**src/rtl/simd_seq_ctrl.sv**
```systemverilog
// Program sequencer for the SIMD datapath: walks the instruction BRAM from a start PC,
// hides the BRAM read latency and hands each instruction over on a valid/ready handshake.
module simd_seq_ctrl #(
   parameter int                        INS_ADDR_WIDTH = 8,
   parameter int                        INS_WIDTH      = 64,
   parameter int                        OPCODE_WIDTH   = 4,
   parameter int                        OPCODE_LSB     = 30,
   parameter logic [OPCODE_WIDTH-1:0]   HALT_OPCODE    = 4'hF,
   parameter int                        RD_LATENCY     = 2,
   parameter int                        CNT_WIDTH      = 32
) (
   input  logic                      clk,
   input  logic                      rstn,
   input  logic                      start,
   input  logic                      abort,
   input  logic [INS_ADDR_WIDTH-1:0] start_pc,
   output logic [INS_ADDR_WIDTH-1:0] pc,
   input  logic [INS_WIDTH-1:0]      ins_rdata,
   output logic                      issue_valid,
   input  logic                      issue_ready,
   output logic [INS_WIDTH-1:0]      issue_ins,
   output logic                      busy,
   output logic                      done,
   output logic [1:0]                status,
   output logic [CNT_WIDTH-1:0]      ins_count,
   output logic [CNT_WIDTH-1:0]      cycle_count
);

   typedef enum logic [1:0] {
      IDLE  = 2'd0,
      FETCH = 2'd1,
      ISSUE = 2'd2,
      DONE  = 2'd3
   } state_t;

   localparam logic [1:0] ST_NONE  = 2'b00;
   localparam logic [1:0] ST_HALT  = 2'b01;
   localparam logic [1:0] ST_OVF   = 2'b10;
   localparam logic [1:0] ST_ABORT = 2'b11;

   // Wait-counter value on the FETCH cycle whose ins_rdata is valid for the held pc.
   localparam logic [2:0] LAT_LAST = 3'(RD_LATENCY - 1);

   state_t                    state, state_nxt;
   logic [2:0]                wait_cnt, wait_cnt_nxt;
   logic [INS_ADDR_WIDTH-1:0] pc_nxt;
   logic [INS_WIDTH-1:0]      issue_ins_nxt;
   logic [1:0]                status_nxt;
   logic [CNT_WIDTH-1:0]      ins_count_nxt, cycle_count_nxt;
   logic                      issue_valid_nxt, busy_nxt, done_nxt;
   logic [OPCODE_WIDTH-1:0]   opcode;

   assign opcode = ins_rdata[OPCODE_LSB +: OPCODE_WIDTH];

   // NOTE: every signal gets its hold value first so no path through the case leaves it unassigned (no latches).
   always_comb begin
      state_nxt       = state;
      wait_cnt_nxt    = wait_cnt;
      pc_nxt          = pc;
      issue_ins_nxt   = issue_ins;
      status_nxt      = status;
      ins_count_nxt   = ins_count;
      cycle_count_nxt = cycle_count;

      if ((state == FETCH || state == ISSUE) && cycle_count != '1)
         cycle_count_nxt = cycle_count + 1'b1;

      case (state)
         IDLE, DONE: begin
            // start takes priority over a coincident abort here; abort alone is ignored.
            if (start) begin
               state_nxt       = FETCH;
               pc_nxt          = start_pc;
               wait_cnt_nxt    = '0;
               status_nxt      = ST_NONE;
               ins_count_nxt   = '0;
               cycle_count_nxt = '0;
            end
         end

         FETCH: begin
            if (abort) begin
               state_nxt  = DONE;
               status_nxt = ST_ABORT;
            end else if (wait_cnt == LAT_LAST) begin
               if (opcode == HALT_OPCODE) begin
                  state_nxt  = DONE;
                  status_nxt = ST_HALT;
               end else begin
                  state_nxt     = ISSUE;
                  issue_ins_nxt = ins_rdata;
               end
            end else begin
               wait_cnt_nxt = wait_cnt + 3'd1;
            end
         end

         ISSUE: begin
            // Abort wins over a same-cycle handshake, so that instruction is not counted.
            if (abort) begin
               state_nxt  = DONE;
               status_nxt = ST_ABORT;
            end else if (issue_ready) begin
               ins_count_nxt = ins_count + 1'b1;
               if (pc == '1) begin
                  state_nxt  = DONE;
                  status_nxt = ST_OVF;
               end else begin
                  state_nxt    = FETCH;
                  pc_nxt       = pc + 1'b1;
                  wait_cnt_nxt = '0;
               end
            end
         end

         default: state_nxt = IDLE;
      endcase

      // Flag outputs are registered copies of the next-state decode.
      issue_valid_nxt = (state_nxt == ISSUE);
      busy_nxt        = (state_nxt == FETCH) || (state_nxt == ISSUE);
      done_nxt        = (state_nxt == DONE);
   end

   // NOTE: sequential state uses non-blocking assignments so every register samples pre-edge values.
   always_ff @(posedge clk or negedge rstn) begin
      if (!rstn) begin
         state       <= IDLE;
         wait_cnt    <= '0;
         pc          <= '0;
         issue_ins   <= '0;
         issue_valid <= 1'b0;
         busy        <= 1'b0;
         done        <= 1'b0;
         status      <= ST_NONE;
         ins_count   <= '0;
         cycle_count <= '0;
      end else begin
         state       <= state_nxt;
         wait_cnt    <= wait_cnt_nxt;
         pc          <= pc_nxt;
         issue_ins   <= issue_ins_nxt;
         issue_valid <= issue_valid_nxt;
         busy        <= busy_nxt;
         done        <= done_nxt;
         status      <= status_nxt;
         ins_count   <= ins_count_nxt;
         cycle_count <= cycle_count_nxt;
      end
   end

endmodule

```
**config.mk**
```make
export PLATFORM = sky130hd
export DESIGN_NAME = simd_seq_ctrl
export DESIGN_NICKNAME = d
export VERILOG_FILES = /design/src/rtl/simd_seq_ctrl.sv
export SDC_FILE = /design/constraint.sdc
export NUM_CORES = 1
export LEC_CHECK = 0
export CELL_PAD_IN_SITES_DETAIL_PLACEMENT = 0
export CELL_PAD_IN_SITES_GLOBAL_PLACEMENT = 1
export CORE_UTILIZATION = 42
export DETAILED_ROUTE_END_ITERATION = 10
export DONT_BUFFER_PORTS = 1
export PLACE_DENSITY = 0.8
export SLEW_MARGIN = 20
export SYNTH_ARGS = -nofsm -noshare
export SYNTH_HDL_FRONTEND = slang
export SYNTH_SLANG_ARGS = --single-unit
```
**constraint.sdc**
```tcl
create_clock -name clk -period 2.2 [get_ports clk]
set_input_delay 0.44 -clock clk [delete_from_list [all_inputs] [get_ports clk]]
set_output_delay 0.44 -clock clk [all_outputs]
set_load 0.005 [all_outputs]
```
==> flow_metrics.env, run 1 <==
export IMPL_start_util=0.430
export IMPL_dominantRegCellSynth="dfrtp_1"
export IMPL_fin_ws_ps=82.1
export IMPL_cp_start_kind="register"
export IMPL_cts_tree="yes"
export IMPL_area_growth_pct=18.1
export IMPL_stdcell_count=1018
export IMPL_syn_nets=838
export IMPL_slew_limit_headroom=0.657
export IMPL_fin_skew_ps=9.79
export IMPL_grt_start_max_net_pins=147
export IMPL_whs_ps=-286
export IMPL_cap_violations=0
export IMPL_dr_total_vias=5486
export IMPL_leakage_nw=3.72
export IMPL_clock_sinks=146
export IMPL_ys_ff_latch=146
export IMPL_synth_area_mm2=0.00680
export IMPL_cts_inserted_buffers=17
export IMPL_die_h_um=129
export IMPL_grt_usage=0.208
export IMPL_fin_crit_ps=2120
export IMPL_syn_inst=753
export IMPL_firstDrtPassIters=4
export IMPL_regArea_mm2=0.00365
export IMPL_ys_async_sr_fraction=1.00
export IMPL_core_mm2=0.0158
export IMPL_multi_input_area_mm2=0.00306
export IMPL_synth_edf_count=0
export IMPL_max_freq_mhz=472
export IMPL_h_tree_depth=4
export IMPL_diodes=0
export IMPL_wl_um=16800
export IMPL_tightest_slew_ps=508
export IMPL_power_density_mw_per_mm2=1190
export IMPL_violations="negative hold slack"
export IMPL_drt_iter0_drc=262
export IMPL_finalSetupViolCount=0
export IMPL_hold_violations=146
export IMPL_grt_pass1_wl_um=27100
export IMPL_drt_vias_per_instance=5.39
export IMPL_p_total_w=0.00953
export IMPL_end_kind="register"
export IMPL_antenna_left=0
export IMPL_wl_per_cell_um=16.5
export IMPL_grt_pass1_vias=5452
export IMPL_overflow=0
export IMPL_yosys_cell_count_top_type="nand2_1"
export IMPL_antenna_found_initial=0
export IMPL_clock_root_buffer="clkbuf_16"
export IMPL_synth_top_cell_area_share=0.537
export IMPL_gp_congestion=0.824
export IMPL_path_class="register to register"
export IMPL_fin_crit_sh=0.963
export IMPL_synthTopCellsByArea="dfrtp_1, nand2_1, nor2_1"
export IMPL_clockBufferDepth=2
export IMPL_synth_avg_cell_area_um2=9.03
export IMPL_synth_cell_types=47
export IMPL_status="complete, but fails checks"
export IMPL_die_w_um=129
export IMPL_critical_path_arrival_ps=2420
export IMPL_required_ps=2500
export IMPL_dieArea_mm2=0.0167
export IMPL_dp_hpwl_um=11900
export IMPL_crit_fanout=10
export IMPL_drc_errors=0
export IMPL_layout_drive_gt1_share=0.122
export IMPL_final_nets=874
export IMPL_yosys_area_top_type="dfrtp_1"
export IMPL_clk_transition_reported_paths_ps=70
export IMPL_synth_common_cells="nand2_1, dfrtp_1, nor2_1"
export IMPL_place_ws_ps=61.3
export IMPL_peakVddDrop_mv=0.618
export IMPL_port_buffer_count=0
export IMPL_seq_area_frac_synth=0.537
export IMPL_clock_latency_ps=420
export IMPL_holdCritPathClass="input port to async pin"
export IMPL_yosys_warnings=0
export IMPL_fillers=1497
export IMPL_dp_cells=985
export IMPL_ios=218
export IMPL_finalSetupTns_ps=0
export IMPL_rows=46
export IMPL_slew_violations=0
## metrics by stage
stage,util,instance area (um^2)
5_1_grt,0.507,8030
3_5_place_dp,0.465,7350
4_1_cts,0.503,7960
6_report,0.507,8030
2_1_floorplan,-,6810
3_3_place_gp,0.465,7350
## kinds of logic after synthesis
group / after synthesis / synth area share
simple gates: 417 / 0.280
flops: 146 / 0.537
compound gates: 94 / 0.0855
buf+inv: 44 / 0.0250
xor+xnor: 40 / 0.0515
fa+ha+maj: 8 / 0.0147
mux: 4 / 0.00589
## worst paths after layout
| kind | slack (ps) | depth (start not counted) | end | start |
|---|---|---|---|---|
| worst min-delay path | -290 | 0 | ins_count[4] | rstn |
| worst max-delay path | 80 | 8 | cycle_count[27] | state[0] |
| max in group asynchronous | 2190 | 0 | issue_ins[63] | rstn |
| worst max register to register | 80 | 8 | cycle_count[27] | state[0] |
| min in group clk | 120 | 2 | issue_ins[15] | ins_rdata[15] |
| worst min register to register | 500 | 2 | issue_ins[26] | issue_ins[26] |
## critical path, stage by stage (launching register included)
cell,delay (ps)
dfrtp_1,370
inv_1,80
ha_2,290
buf_4,160
or3_1,360
buf_4,200
nor4_1,330
xnor2_1,160
nor2_1,50
## power by group
| group | internal [W] | switching, W |
|---|---|---|
| registers | 0.00341 | 0.000702 |
| logic | 0.00102 | 0.00140 |
| clock network | 0.00173 | 0.00126 |
## final cells by class
class / instances / share of cell area
Clock buffer: 17 / 0.0530
Clock inverter: 15 / 0.0229
Inverter: 15 / 0.00701
Multi-Input combinational cell: 563 / 0.381
Sequential cell: 146 / 0.455
Tap cell: 216 / 0.0337
Timing Repair Buffer: 46 / 0.0477
## what timing repair did
item / in CTS / in global routing
buffers inserted: 0 / 1
endpoints found under the hold margin: 146 / 146
resized for setup: 0 / 12
endpoints found under the setup margin: 0 / 19
## per-layer routing
metal / GRT usage / routed length, um
met1: 0.244 / 6910
met2: 0.339 / 8040
met5: 0 / 0
met3: 0.0801 / 1560
met4: 0.0893 / 344
## registers in the layout, summed over array words and instances (netlist names)
| name | cells |
|---|---|
| done | 1 |
| pc | 8 |
| state | 2 |
| issue_valid | 1 |
| issue_ins | 64 |
| status | 2 |
| cycle_count | 32 |
| wait_cnt | 3 |
| busy | 1 |
| ins_count | 32 |
## cells in the final DEF, fill, tap and decap left out, drive strengths merged, types with 2 or more instances in the layout
| master | Yosys | layout |
|---|---|---|
| a211oi | 2 | 2 |
| a21oi | 26 | 26 |
| a31oi | 7 | 7 |
| and2 | 7 | 7 |
| and3 | 13 | 13 |
| and4 | 11 | 11 |
| buf | 6 | 46 |
| bufinv | 0 | 2 |
| clkbuf | 23 | 17 |
| clkinvlp | 0 | 2 |
| dfrtp | 146 | 146 |
| ha | 8 | 8 |
| inv | 15 | 26 |
| mux2i | 4 | 4 |
| nand2 | 226 | 226 |
| nand2b | 2 | 2 |
| nand3 | 38 | 38 |
| nand4 | 19 | 19 |
| nor2 | 57 | 57 |
| nor2b | 4 | 4 |
| nor3 | 12 | 12 |
| nor3b | 4 | 4 |
| nor4 | 7 | 7 |
| o21ai | 36 | 36 |
| o22a | 3 | 3 |
| o22ai | 3 | 3 |
| o311ai | 3 | 3 |
| o32ai | 2 | 2 |
| o41ai | 2 | 2 |
| or3 | 14 | 14 |
| xnor2 | 22 | 22 |
| xor2 | 18 | 18 |
No activity file was read; power rests on OpenSTA's default activity.
==> run 2, diff against run 1 <==
- ABC_AREA: default -> 1
- CTS_CLUSTER_DIAMETER: default -> 120
- PLACE_DENSITY: 0.8 -> 0.81
==> run 2 against run 1 <==
Compared with the run above: the run still ends with negative hold slack left; synthesized cell count increased by 25%; final area increased by 7.4%; via count grew 12%; clock power decreased by 5%; utilization is 1.5 points lower; critical path type unchanged.
==> flow_metrics.env, run 2 <==
export IMPL_status="complete, but fails checks"
export IMPL_violations="negative hold slack"
export IMPL_cap_violations=0
export IMPL_p_comb_frac=0.317
export IMPL_required_ps=2510
export IMPL_cts_inserted_buffers=17
export IMPL_fin_area_mm2=0.00863
export IMPL_yosys_cell_count_top_type="nand2_1"
export IMPL_drc_errors=0
export IMPL_port_buffer_count=0
export IMPL_seq_area_frac_synth=0.478
export IMPL_internal_power_w=0.00634
export IMPL_dominantRegCellSynth="dfrtp_1"
export IMPL_clock_latency_ps=430
export IMPL_pwr_share_seq=0.406
export IMPL_hold_violations=146
export IMPL_slew_violations=0
export IMPL_switchingPower_w=0.00389
export IMPL_final_common_cell="nand2_1"
export IMPL_synth_common_cells="nand2_1, dfrtp_1, nor2_1"
export IMPL_place_area_mm2=0.00801
export IMPL_reg_largest_list="issue_ins: 64 flops, cycle_count: 32 flops, ins_count: 32 flops"
export IMPL_clock_root_buffer="clkbuf_16"
export IMPL_syn_inst=945
export IMPL_final_cell_mix="nand2_1, dfrtp_1, nor2_1"
export IMPL_power_density_mw_per_mm2=1190
export IMPL_area_growth_pct=12.8
export IMPL_yosys_area_top_type="dfrtp_1"
export IMPL_gp_congestion=0.863
export IMPL_end_kind="register"
export IMPL_switching_share=0.380
export IMPL_diodes=0
export IMPL_synth_top_cell_area_share=0.478
export IMPL_fillers=1724
export IMPL_finalSetupTns_ps=0
export IMPL_final_nets=1054
export IMPL_die_w_um=137
export IMPL_yosys_warnings=0
export IMPL_antenna_found_initial=0
export IMPL_tightest_slew_ps=486
export IMPL_slew_limit_headroom=0.673
export IMPL_ys_async_sr_fraction=1.00
export IMPL_crit_fanout=13
export IMPL_synth_edf_count=0
export IMPL_clockBufferDepth=2
export IMPL_cp_start_kind="register"
export IMPL_ys_ff_latch=146
export IMPL_dieArea_mm2=0.0187
export IMPL_grt_pass1_vias=5844
export IMPL_layout_drive_gt1_share=0.142
export IMPL_regMostFlops="issue_ins"
export IMPL_die_h_um=137
export IMPL_holdCritPathClass="input port to async pin"
export IMPL_overflow=0
export IMPL_core_mm2=0.0175
export IMPL_whs_ps=-291
export IMPL_clk_transition_reported_paths_ps=70
export IMPL_dp_hpwl_um=14800
export IMPL_leakage_nw=3.95
export IMPL_wl_per_cell_um=16.5
export IMPL_finalSetupViolCount=0
export IMPL_fin_crit_ps=2020
export IMPL_peakVddDrop_mv=0.699
export IMPL_antenna_left=0
export IMPL_firstDrtPassIters=5
export IMPL_wl_um=20000
export IMPL_synthTopCellsByArea="dfrtp_1, nand2_1, mux2_2"
export IMPL_syn_nets=1030
export IMPL_path_class="register to register"
export IMPL_clock_power_share=0.277
export IMPL_start_util=0.436
export IMPL_rows=48
export IMPL_drt_vias_per_instance=5.10
export IMPL_drt_iter0_drc=239
export IMPL_synth_area_mm2=0.00764
export IMPL_cts_tree="yes"
export IMPL_clock_sinks=146
export IMPL_grt_pass1_wl_um=30700
export IMPL_synth_cell_types=39
export IMPL_dr_total_vias=6153
export IMPL_max_freq_mhz=496
export IMPL_critical_path_arrival_ps=2320
export IMPL_grt_setup_unrepaired="false"
export IMPL_ios=218
export IMPL_largest_reg_flops=64
export IMPL_h_tree_depth=4
export IMPL_synth_avg_cell_area_um2=8.09
export IMPL_fin_crit_sh=0.917
export IMPL_grt_start_max_net_pins=147
export IMPL_fin_skew_ps=14.7
export IMPL_grt_usage=0.215
==> run 2: cell count changes in the layout (fill, tap and decap cells not counted), moves of 17 or more <==
cell,delta
buf_4,-17
inv_1,+72
mux2_2,+62
nand2_1,+50
nor2_1,+78
xnor2_1,-19
==> run 2: final timing paths <==
check                      cells past startpoint  slack (ps)        start        endpoint
setup / recovery                              13         180     state[0]   ins_count[14]
hold / removal                                 0        -290         rstn   ins_count[26]
setup reg to reg                              13         180     state[0]   ins_count[14]
hold reg to reg                                2         530  wait_cnt[2]     wait_cnt[2]
max in group asynchronous                      0        2250         rstn  cycle_count[5]
min in group clk                               1         110        start  cycle_count[8]
==> run 2: area by class of cell <==
| cell class | count | area [um^2] | share of cell area |
|---|---|---|---|
| tap | 225 | 282 | 0.0326 |
| clock inverter | 14 | 141 | 0.0164 |
| timing repair buffer | 29 | 246 | 0.0286 |
| sequential | 146 | 3650 | 0.423 |
| inverter | 91 | 349 | 0.0405 |
| multi-input combinational | 684 | 3520 | 0.408 |
| clock buffer | 18 | 439 | 0.0509 |
==> run 2: layer usage <==
layer	part of all wire	global-route usage	up-vias
met2	0.50	0.358	145
met3	0.067	0.0685	11
li1	-	-	3085
met4	0.0085	0.0568	0
met1	0.43	0.268	2912
met5	0	0	-
==> run 2: cells by family (layout without fill, tap and decap cells) <==
group / count (synthesis) / count (layout) / share of synthesized area
simple gates: 515 / 515 / 0.278
mux: 62 / 62 / 0.0913
buf+inv: 115 / 152 / 0.0632
fa+ha+maj: 8 / 8 / 0.0131
compound gates: 87 / 87 / 0.0632
xor+xnor: 12 / 12 / 0.0137
flops: 146 / 146 / 0.478
==> run 2: per-stage QoR <==
step,util,instances,total power (W),hold slack [ps],worst slack (ps)
floorplan,-,945,0.00642,144,358
global placement,0.457,1173,0.00729,149,117
detailed placement,0.457,1173,0.00738,149,77.8
CTS,0.490,1205,0.0102,-307,64.8
global route,0.492,1207,0.0109,-316,4.94
finish,0.492,1207,0.0102,-291,182
==> run 2: worst max-delay path, cell delays in order, from the launching register on <==
cell	delay, ps
dfrtp_1	350
inv_1	80
ha_1	350
nand2_1	130
nand2_1	80
inv_1	70
nand2_2	90
inv_2	80
buf_4	190
nand2_1	100
nor2_2	150
nand3_1	90
o21ai_0	80
nor2_1	50
==> run 2: power groups by stage <==
stage	combinational, W	clock, W	sequential, W
2_1_floorplan	0.00242	0	0.00400
3_3_place_gp	0.00309	0	0.00420
3_5_place_dp	0.00316	0	0.00422
4_1_cts	0.00317	0.00290	0.00417
5_1_grt	0.00363	0.00301	0.00426
6_report	0.00324	0.00283	0.00415
==> run 2: timing repair <==
item | CTS | global route
hold endpoints to repair | 146 | 146
setup endpoints to repair | 0 | 15
buffers inserted | 0 | 2
resized for setup | 0 | 7
==> run 3, diff against run 2 <==
--- a/config.mk
+++ b/config.mk
@@ -10,2 +10,3 @@
 export CELL_PAD_IN_SITES_GLOBAL_PLACEMENT = 1
+export CORE_MARGIN = 4
 export CORE_UTILIZATION = 42
@@ -15,2 +16,3 @@
 export PLACE_DENSITY = 0.81
+export SKIP_LAST_GASP = 1
 export SLEW_MARGIN = 20
--- a/constraint.sdc
+++ b/constraint.sdc
@@ -3,2 +3,2 @@
 set_output_delay 0.44 -clock clk [all_outputs]
-set_load 0.005 [all_outputs]
+set_load 0.01 [all_outputs]
==> run 3 against run 2 <==
Compared with the run above: the flow still finishes with violations (negative hold slack); global-route usage shrank 1.8 points; clock power grew 8.8%; first-iteration DRC count grew 72%; non-clock buffer count grew 13; clock-buffer cell count grew 2; fmax grew 1.4%; combinational power grew 2%; total power grew 5.5%.
==> flow_metrics.env, run 3 (synthesis gave the netlist of run 2 again) <==
export IMPL_fin_area_mm2=0.00878
export IMPL_grt_start_max_net_pins=147
export IMPL_tightest_slew_ps=445
export IMPL_final_cell_mix="nand2_1, dfrtp_1, nor2_1"
export IMPL_whs_ps=-284
export IMPL_switching_share=0.379
export IMPL_dr_total_vias=6213
export IMPL_slew_limit_headroom=0.703
export IMPL_fin_crit_ps=1990
export IMPL_clock_sinks=146
export IMPL_clock_power_share=0.285
export IMPL_fin_ws_ps=210
export IMPL_largest_reg_flops=64
export IMPL_layout_drive_gt1_share=0.154
export IMPL_slew_violations=0
export IMPL_status="complete, but fails checks"
export IMPL_p_comb_frac=0.306
export IMPL_wl_per_cell_um=16.5
export IMPL_violations="negative hold slack"
export IMPL_peakVddDrop_mv=0.733
export IMPL_rows=49
export IMPL_path_class="register to register"
export IMPL_fin_util=0.491
export IMPL_core_mm2=0.0179
export IMPL_antenna_found_initial=0
export IMPL_h_tree_depth=4
export IMPL_die_w_um=143
export IMPL_port_buffer_count=0
export IMPL_overflow=0
export IMPL_dp_hpwl_um=15300
export IMPL_cts_tree="yes"
export IMPL_ff2ff_path_depth=9
export IMPL_clockBufferDepth=2
export IMPL_die_h_um=143
export IMPL_fin_crit_sh=0.905
export IMPL_crit_fanout=28
export IMPL_hold_violations=146
export IMPL_clk_transition_reported_paths_ps=60
export IMPL_grt_pass1_wl_um=31700
export IMPL_cts_inserted_buffers=17
export IMPL_leakage_nw=4.06
export IMPL_area_growth_pct=14.9
export IMPL_start_util=0.427
export IMPL_antenna_left=0
export IMPL_critical_path_arrival_ps=2300
export IMPL_max_freq_mhz=503
export IMPL_firstDrtPassIters=4
export IMPL_grt_usage=0.197
export IMPL_final_common_cell="nand2_1"
export IMPL_end_kind="register"
export IMPL_place_ws_ps=106
export IMPL_clock_latency_ps=430
export IMPL_grt_setup_unrepaired="true"
export IMPL_holdCritPathClass="input port to async pin"
export IMPL_drc_errors=0
export IMPL_drt_vias_per_instance=5.07
export IMPL_switchingPower_w=0.00409
export IMPL_fin_skew_ps=17.5
export IMPL_required_ps=2510
export IMPL_finalSetupViolCount=0
export IMPL_cap_violations=0
export IMPL_grt_pass1_vias=5935
export IMPL_gp_congestion=0.873
export IMPL_wl_um=20300
export IMPL_drt_iter0_drc=410
export IMPL_cts_setup_buffers=0
export IMPL_internal_power_w=0.00670
export IMPL_reg_largest_list="issue_ins: 64 flops, cycle_count: 32 flops, ins_count: 32 flops"
export IMPL_ios=218
export IMPL_regMostFlops="issue_ins"
export IMPL_power_density_mw_per_mm2=1230
export IMPL_r2r_setup_slack_ps=210
export IMPL_diodes=0
export IMPL_dieArea_mm2=0.0204
export IMPL_final_nets=1068
export IMPL_place_area_mm2=0.00813
export IMPL_cp_start_kind="register"
export IMPL_finalSetupTns_ps=0
export IMPL_pwr_share_seq=0.409
export IMPL_clock_root_buffer="clkbuf_16"
[run 3: cell count changes in the layout (fill, tap and decap cells not counted), sizes merged]
cell,change
buf,+13
bufinv,+3
clkinv,-3
clkbuf,+2
clkinvlp,-2
inv,+1
[run 3: worst max-delay path: stages (launching register included)]
cell and delay, ps:
dfrtp_1 410, ha_2 350, buf_4 160, clkinv_1 150, buf_4 200, nand2_2 70
buf_4 280, o21ai_0 140, nand2_1 70, nor2_1 40
[run 3: path summary, 6_finish.rpt]
check	start	end
max	state[1]	cycle_count[30]
min	rstn	ins_count[17]
max reg2reg	state[1]	cycle_count[30]
min reg2reg	wait_cnt[0]	wait_cnt[0]
max in group asynchronous	rstn	issue_ins[10]
min in group clk	start	cycle_count[8]
[run 3: repair_timing]
item,CTS,global route
gates resized for setup,0,10
hold endpoints to repair,146,146
setup endpoints to repair,0,15
[run 3: cell type report]
type / count / area, um^2
repair buffers: 42 / 344
multi-input cells: 684 / 3520
flip-flops and latches: 146 / 3650
clock inverters: 12 / 168
fillers: 1736 / 9120
well taps: 229 / 287
repair inverters: 1 / 7.51
inverters: 91 / 345
clock buffers: 20 / 457
[run 3: power by group through the flow]
stage	Clock, W	Combinational, W	Sequential, W
2_1_floorplan	0	0.00241	0.00429
3_3_place_gp	0	0.00316	0.00447
3_5_place_dp	0	0.00324	0.00449
4_1_cts	0.00316	0.00325	0.00444
5_1_grt	0.00329	0.00375	0.00451
6_report	0.00308	0.00330	0.00441
[run 3: per-stage QoR]
| step | total power [W] | cells |
|---|---|---|
| finish | 0.0108 | 1225 |
| global route | 0.0115 | 1225 |
| CTS | 0.0108 | 1224 |
| detailed placement | 0.00773 | 1192 |
| global placement | 0.00763 | 1192 |
| floorplan | 0.00670 | 945 |
[run 3: metal layers]
layer | global-route usage | vias to the layer above | wire length, um
li1 | - | 3136 | -
met4 | 0.0580 | 0 | 190
met5 | 0 | - | 0
met1 | 0.242 | 2933 | 8470
met3 | 0.0676 | 13 | 1230
met2 | 0.329 | 131 | 10400
